`src/rtl/fetch_unit.sv`:
```
// Instruction fetch stage: holds the PC, fetches 16-bit words over req/ack and presents decoded fields.
// Optional illegal-opcode trap with HALT is enabled by defining FETCH_ILLEGAL_TRAP_EN.
module fetch_unit #(
    parameter int                ADDR_W   = 16,
    parameter logic [ADDR_W-1:0] RESET_PC = {ADDR_W{1'b0}}
) (
    input  logic              clk,
    input  logic              rst,
    output logic              imem_req,
    output logic [ADDR_W-1:0] imem_addr,
    input  logic              imem_ack,
    input  logic [15:0]       imem_rdata,
    input  logic              redirect,
    input  logic [ADDR_W-1:0] redirect_addr,
    output logic              instr_valid,
    input  logic              instr_ready,
    output logic [3:0]        opcode,
    output logic [3:0]        rd,
    output logic [3:0]        rs,
    output logic [3:0]        rt,
    output logic [7:0]        imm,
    output logic [ADDR_W-1:0] pc_out,
    output logic [ADDR_W-1:0] pc_link,
    output logic              illegal
);

    localparam logic [ADDR_W-1:0] PC_ONE = {{(ADDR_W-1){1'b0}}, 1'b1};

    typedef enum logic [1:0] {
        ST_REQ   = 2'd0,
        ST_VALID = 2'd1,
        ST_FLUSH = 2'd2
`ifdef FETCH_ILLEGAL_TRAP_EN
        , ST_HALT = 2'd3
`endif
    } state_t;

    state_t            state_r;
    logic [ADDR_W-1:0] pc_r;
    logic [ADDR_W-1:0] target_r;
    logic [15:0]       ir_r;
    logic [ADDR_W-1:0] pc_out_r;
    logic [ADDR_W-1:0] pc_link_r;
    logic              instr_valid_r;

`ifdef FETCH_ILLEGAL_TRAP_EN
    logic              illegal_r;

    function automatic logic is_illegal(input logic [3:0] op);
        return (op[3:1] == 3'b111);
    endfunction
`endif

    // Main fetch FSM with all presented outputs registered.
    always_ff @(posedge clk or negedge rst) begin
        if (!rst) begin
            state_r       <= ST_REQ;
            pc_r          <= RESET_PC;
            target_r      <= RESET_PC;
            ir_r          <= 16'h0000;
            pc_out_r      <= {ADDR_W{1'b0}};
            pc_link_r     <= PC_ONE;
            instr_valid_r <= 1'b0;
`ifdef FETCH_ILLEGAL_TRAP_EN
            illegal_r     <= 1'b0;
`endif
        end else begin
            case (state_r)
                ST_REQ: begin
                    if (redirect) begin
                        if (imem_ack) begin
                            pc_r <= redirect_addr;
                        end else begin
                            // Request still outstanding: keep address stable, drop its data later.
                            target_r <= redirect_addr;
                            state_r  <= ST_FLUSH;
                        end
                    end else if (imem_ack) begin
                        ir_r          <= imem_rdata;
                        pc_out_r      <= pc_r;
                        pc_link_r     <= pc_r + PC_ONE;
                        pc_r          <= pc_r + PC_ONE;
                        instr_valid_r <= 1'b1;
`ifdef FETCH_ILLEGAL_TRAP_EN
                        illegal_r     <= is_illegal(imem_rdata[15:12]);
`endif
                        state_r       <= ST_VALID;
                    end
                end
                ST_FLUSH: begin
                    if (imem_ack) begin
                        pc_r    <= redirect ? redirect_addr : target_r;
                        state_r <= ST_REQ;
                    end else if (redirect) begin
                        target_r <= redirect_addr;
                    end
                end
                ST_VALID: begin
                    if (redirect) begin
                        instr_valid_r <= 1'b0;
`ifdef FETCH_ILLEGAL_TRAP_EN
                        illegal_r     <= 1'b0;
`endif
                        pc_r          <= redirect_addr;
                        state_r       <= ST_REQ;
                    end else if (instr_ready) begin
                        instr_valid_r <= 1'b0;
`ifdef FETCH_ILLEGAL_TRAP_EN
                        state_r       <= illegal_r ? ST_HALT : ST_REQ;
`else
                        state_r       <= ST_REQ;
`endif
                    end
                end
`ifdef FETCH_ILLEGAL_TRAP_EN
                ST_HALT: begin
                    instr_valid_r <= 1'b0;
                end
`endif
                default: begin
                    instr_valid_r <= 1'b0;
                    state_r       <= ST_REQ;
                end
            endcase
        end
    end

    // Request is gated by reset so it drops immediately when reset asserts.
    always_comb begin
        imem_req = 1'b0;
        if (rst && ((state_r == ST_REQ) || (state_r == ST_FLUSH))) begin
            imem_req = 1'b1;
        end else begin
            imem_req = 1'b0;
        end
    end

    assign imem_addr   = pc_r;
    assign instr_valid = instr_valid_r;
    assign opcode      = ir_r[15:12];
    assign rd          = ir_r[11:8];
    assign rs          = ir_r[7:4];
    assign rt          = ir_r[3:0];
    assign imm         = ir_r[7:0];
    assign pc_out      = pc_out_r;
    assign pc_link     = pc_link_r;
`ifdef FETCH_ILLEGAL_TRAP_EN
    assign illegal     = illegal_r;
`else
    assign illegal     = 1'b0;
`endif

endmodule

```
`config.mk`:
```
export PLATFORM = sky130hd
export DESIGN_NAME = fetch_unit
export DESIGN_NICKNAME = d
export VERILOG_FILES = /design/src/rtl/fetch_unit.sv
export SDC_FILE = /design/constraint.sdc
export NUM_CORES = 1
export LEC_CHECK = 0
export CAP_MARGIN = 20
export CORE_ASPECT_RATIO = 1.75
export CORE_UTILIZATION = 40
export DETAILED_ROUTE_END_ITERATION = 16
export GPL_TIMING_DRIVEN = 0
export PLACE_DENSITY_LB_ADDON = 0.3
export SLEW_MARGIN = 20
export SYNTH_ARGS = -nofsm -noshare
export SYNTH_HDL_FRONTEND = slang
export SYNTH_SLANG_ARGS = --single-unit
```
`constraint.sdc`:
```
create_clock -name clk -period 2.8 [get_ports clk]
set_input_delay 0.28 -clock clk [delete_from_list [all_inputs] [get_ports clk]]
set_output_delay 0.28 -clock clk [all_outputs]
set_load 0.005 [all_outputs]
```
==> out/results.tsv <==
metric	value	unit
Final Hold Fails	0	
Finish-stage setup viols	0	
minimum clock period	2590	ps
netlist area before placement	4360	um2
crit-path max FO	10	
Final Skew	4.72	ps
Die Height	140	um
Starting Density	41.0	%
GRT Total Usage	22.6	%
beginning of the critical path	state_r[0]	
status	completed	
Inserted Clock Buffers	9	
Synth async-reset ratio	100	%
Pwr per Cell Area	1210	nW/um2
vias in the first global route	3854	
Tot Pwr	0.00719	W
R2R setup slack	440	ps
Tightest Pin Transition	675	ps
Port Buffers	109	
Crit Path Class	reg -> out	
pin count of the biggest net entering global routing	60	
htree depth	3	
CP Capture Type	output port	
reg2reg path depth	9	
GRT overflow	0	
layout cell share with drive strength beyond 1	12.7	%
number of synthesized flops with an enable pin	0	
Leakage	2.59	nW
row cnt	50	
maximum vdd drop	555	uV
reg2reg start	state_r[0]	
Layout area overhead	36.4	%
YS warnings	0	
min-delay worst type	in -> async	
Clock Tree Buf Depth	2	
die area	11300	um2
post-synth cell types	60	
RSZ-0062 raised after global routing	no	
HPWL Detailed	9.13	mm
top-area cell type share of the netlist area	47.1	%
routed vias	3868	
Seq/Total Area, Yosys	47.7	%
filler instances	981	
core area	10600	um2
Worst EP arrival	2310	ps
fin nets	635	
syn nets	513	
initial antenna violation count	0	
Synth area leaders	dfrtp_1 47%, nand2_1 11%, mux2_2 5.4%, o21ai_0 3.1%, buf_4 1.7%	
Post-DRT Antenna Nets	0	
Routed Wire Length	11.9	mm
detailed-route DRC error count	0	
worst hold slack	386	ps
first-pass GRT wire length	19.2	mm
CTS tree	done	
Post-Syn Instances	472	
type of origin of the critical path	register	
period utilization	92.7	%
Mean Syn Cell Area	9.24	um2
Sink Count	83	
Yosys top cell by area	dfrtp_1	
Finished Core Util	55.9	%
Slew Viols, Final	0	
RePlAce Congestion	0.835	
Initial DRC Count	204	
I/O pin cnt	112	
max_cap viols	0	
clk slew on worst S/H paths	60	ps
fmax	385	MHz
CTS root buf	clkbuf_16	
Post-DP Area	5640	um2
post-route setup slack	206	ps
reg-to-reg endpoint	imem_addr[7]	
crit path to	imem_req	
final instance area	5940	um2
synthesized flop and latch total	83	
Slew HR	54.8	%
n_diodes	0	
vias per cell	5.31	
main flop type after synthesis	dfrtp_1	
critical path data required time	2520	ps
Horiz. Die Dim	80.9	um
WL per Instance	16.4	um
pre-CTS worst setup slack	417	ps
clk_lat worst skew	350	ps
drt pass-1 iters	5	
-- power by group --
group	internal (W)	total [W]	switching [W]
registers	0.00181	0.00225	0.000442
logic	0.00196	0.00374	0.00178
clock network	0.000714	0.00120	0.000485
total	0.00448	0.00719	0.00271
-- cells in the mapped netlist (3+ instances only) --
master	n
nand2_1	133
nand4_1	4
xnor2_1	6
clkbuf_1	15
mux2_2	21
a21oi_2	3
o211ai_1	4
buf_1	3
a21boi_0	6
and3_1	6
buf_2	12
nand3_1	10
buf_6	3
inv_1	9
mux2i_1	4
nor2_1	11
a22o_1	4
nor3_1	6
a221oi_1	6
o31ai_1	8
dfrtp_1	82
a2bb2oi_2	3
o22ai_1	4
o21ai_0	27
a311oi_1	3
nor2b_1	6
nor4_1	3
buf_4	10
ha_1	4
a21oi_1	14
xor2_1	5
-- layer usage --
metal | global-route usage, % | routed length (um) | up-vias
met5 | 0 | 0 | -
li1 | - | - | 1877
met1 | 24.5 | 4490 | 1840
met3 | 3.97 | 519 | 28
met2 | 40.0 | 6470 | 123
met4 | 12.6 | 461 | 0
-- worst min-delay path by stage --
stage	start	end	cells after the start
2_1_floorplan	rst	imem_addr[0]	0
3_3_place_gp	ir_r[9]	ir_r[9]	2
3_5_place_dp	rst	target_r[4]	1
4_1_cts	rst	target_r[4]	2
5_1_grt	rst	target_r[4]	2
6_report	rst	target_r[4]	2
-- timing repair --
action | 4_1_cts | 5_1_grt
buffers inserted | 0 | 0
resized for setup | 0 | 0
endpoints found under the hold margin | 24 | 0
hold buffers | 1 | 0
-- worst max-delay path, stage by stage (launching register included) --
cell	delay [ps]
dfrtp_1	420
inv_1	100
ha_1	160
buf_6	140
clkbuf_1	450
o21a_1	210
clkdlybuf4s50_1	490
-- sequential cells by signal, summed over array words and instances (netlist names) --
name         flops
target_r        16
ir_r            16
instr_valid      1
imem_addr       16
pc_out          16
pc_link         16
state_r          2
-- kinds of logic after synthesis --
| group | after synthesis | synth area share [%] |
|---|---|---|
| buf+inv | 55 | 6.52 |
| flops | 83 | 47.7 |
| simple gates | 191 | 19.2 |
| compound gates | 102 | 16.8 |
| xor+xnor | 11 | 2.21 |
| mux | 25 | 6.34 |
| other cells | 1 | 0.0860 |
| fa+ha+maj | 4 | 1.15 |
-- cell type report --
cell class	count	area [um2]	area share (%)
Clock buffer	12	246	4.15
Inverter	10	37.5	0.631
Buffer	45	246	4.15
Clock inverter	4	50.0	0.842
Multi-Input combinational cell	334	2000	33.6
Sequential cell	83	2080	35.0
Tap cell	130	163	2.74
Timing Repair Buffer	111	1130	18.9
-- stage by stage --
| stage | TNS (ps) | cells |
|---|---|---|
| after floorplan | 0 | 472 |
| after global placement | -127350 | 711 |
| after detailed placement | 0 | 712 |
| after CTS | 0 | 729 |
| after global routing | 0 | 729 |
| final | 0 | 729 |
-- cells in the final DEF (no fill, tap or decap), types with 8 or more instances in the layout --
master	Yosys	layout
a21oi_1	14	14
buf_2	12	12
buf_4	10	11
clkbuf_1	15	17
clkbuf_16	0	9
clkdlybuf4s50_1	0	108
dfrtp_1	82	82
inv_1	9	9
mux2_2	21	21
nand2_1	133	133
nand3_1	10	10
nor2_1	11	11
o21ai_0	27	27
o31ai_1	8	8
No activity file was read; power rests on OpenSTA's default activity.
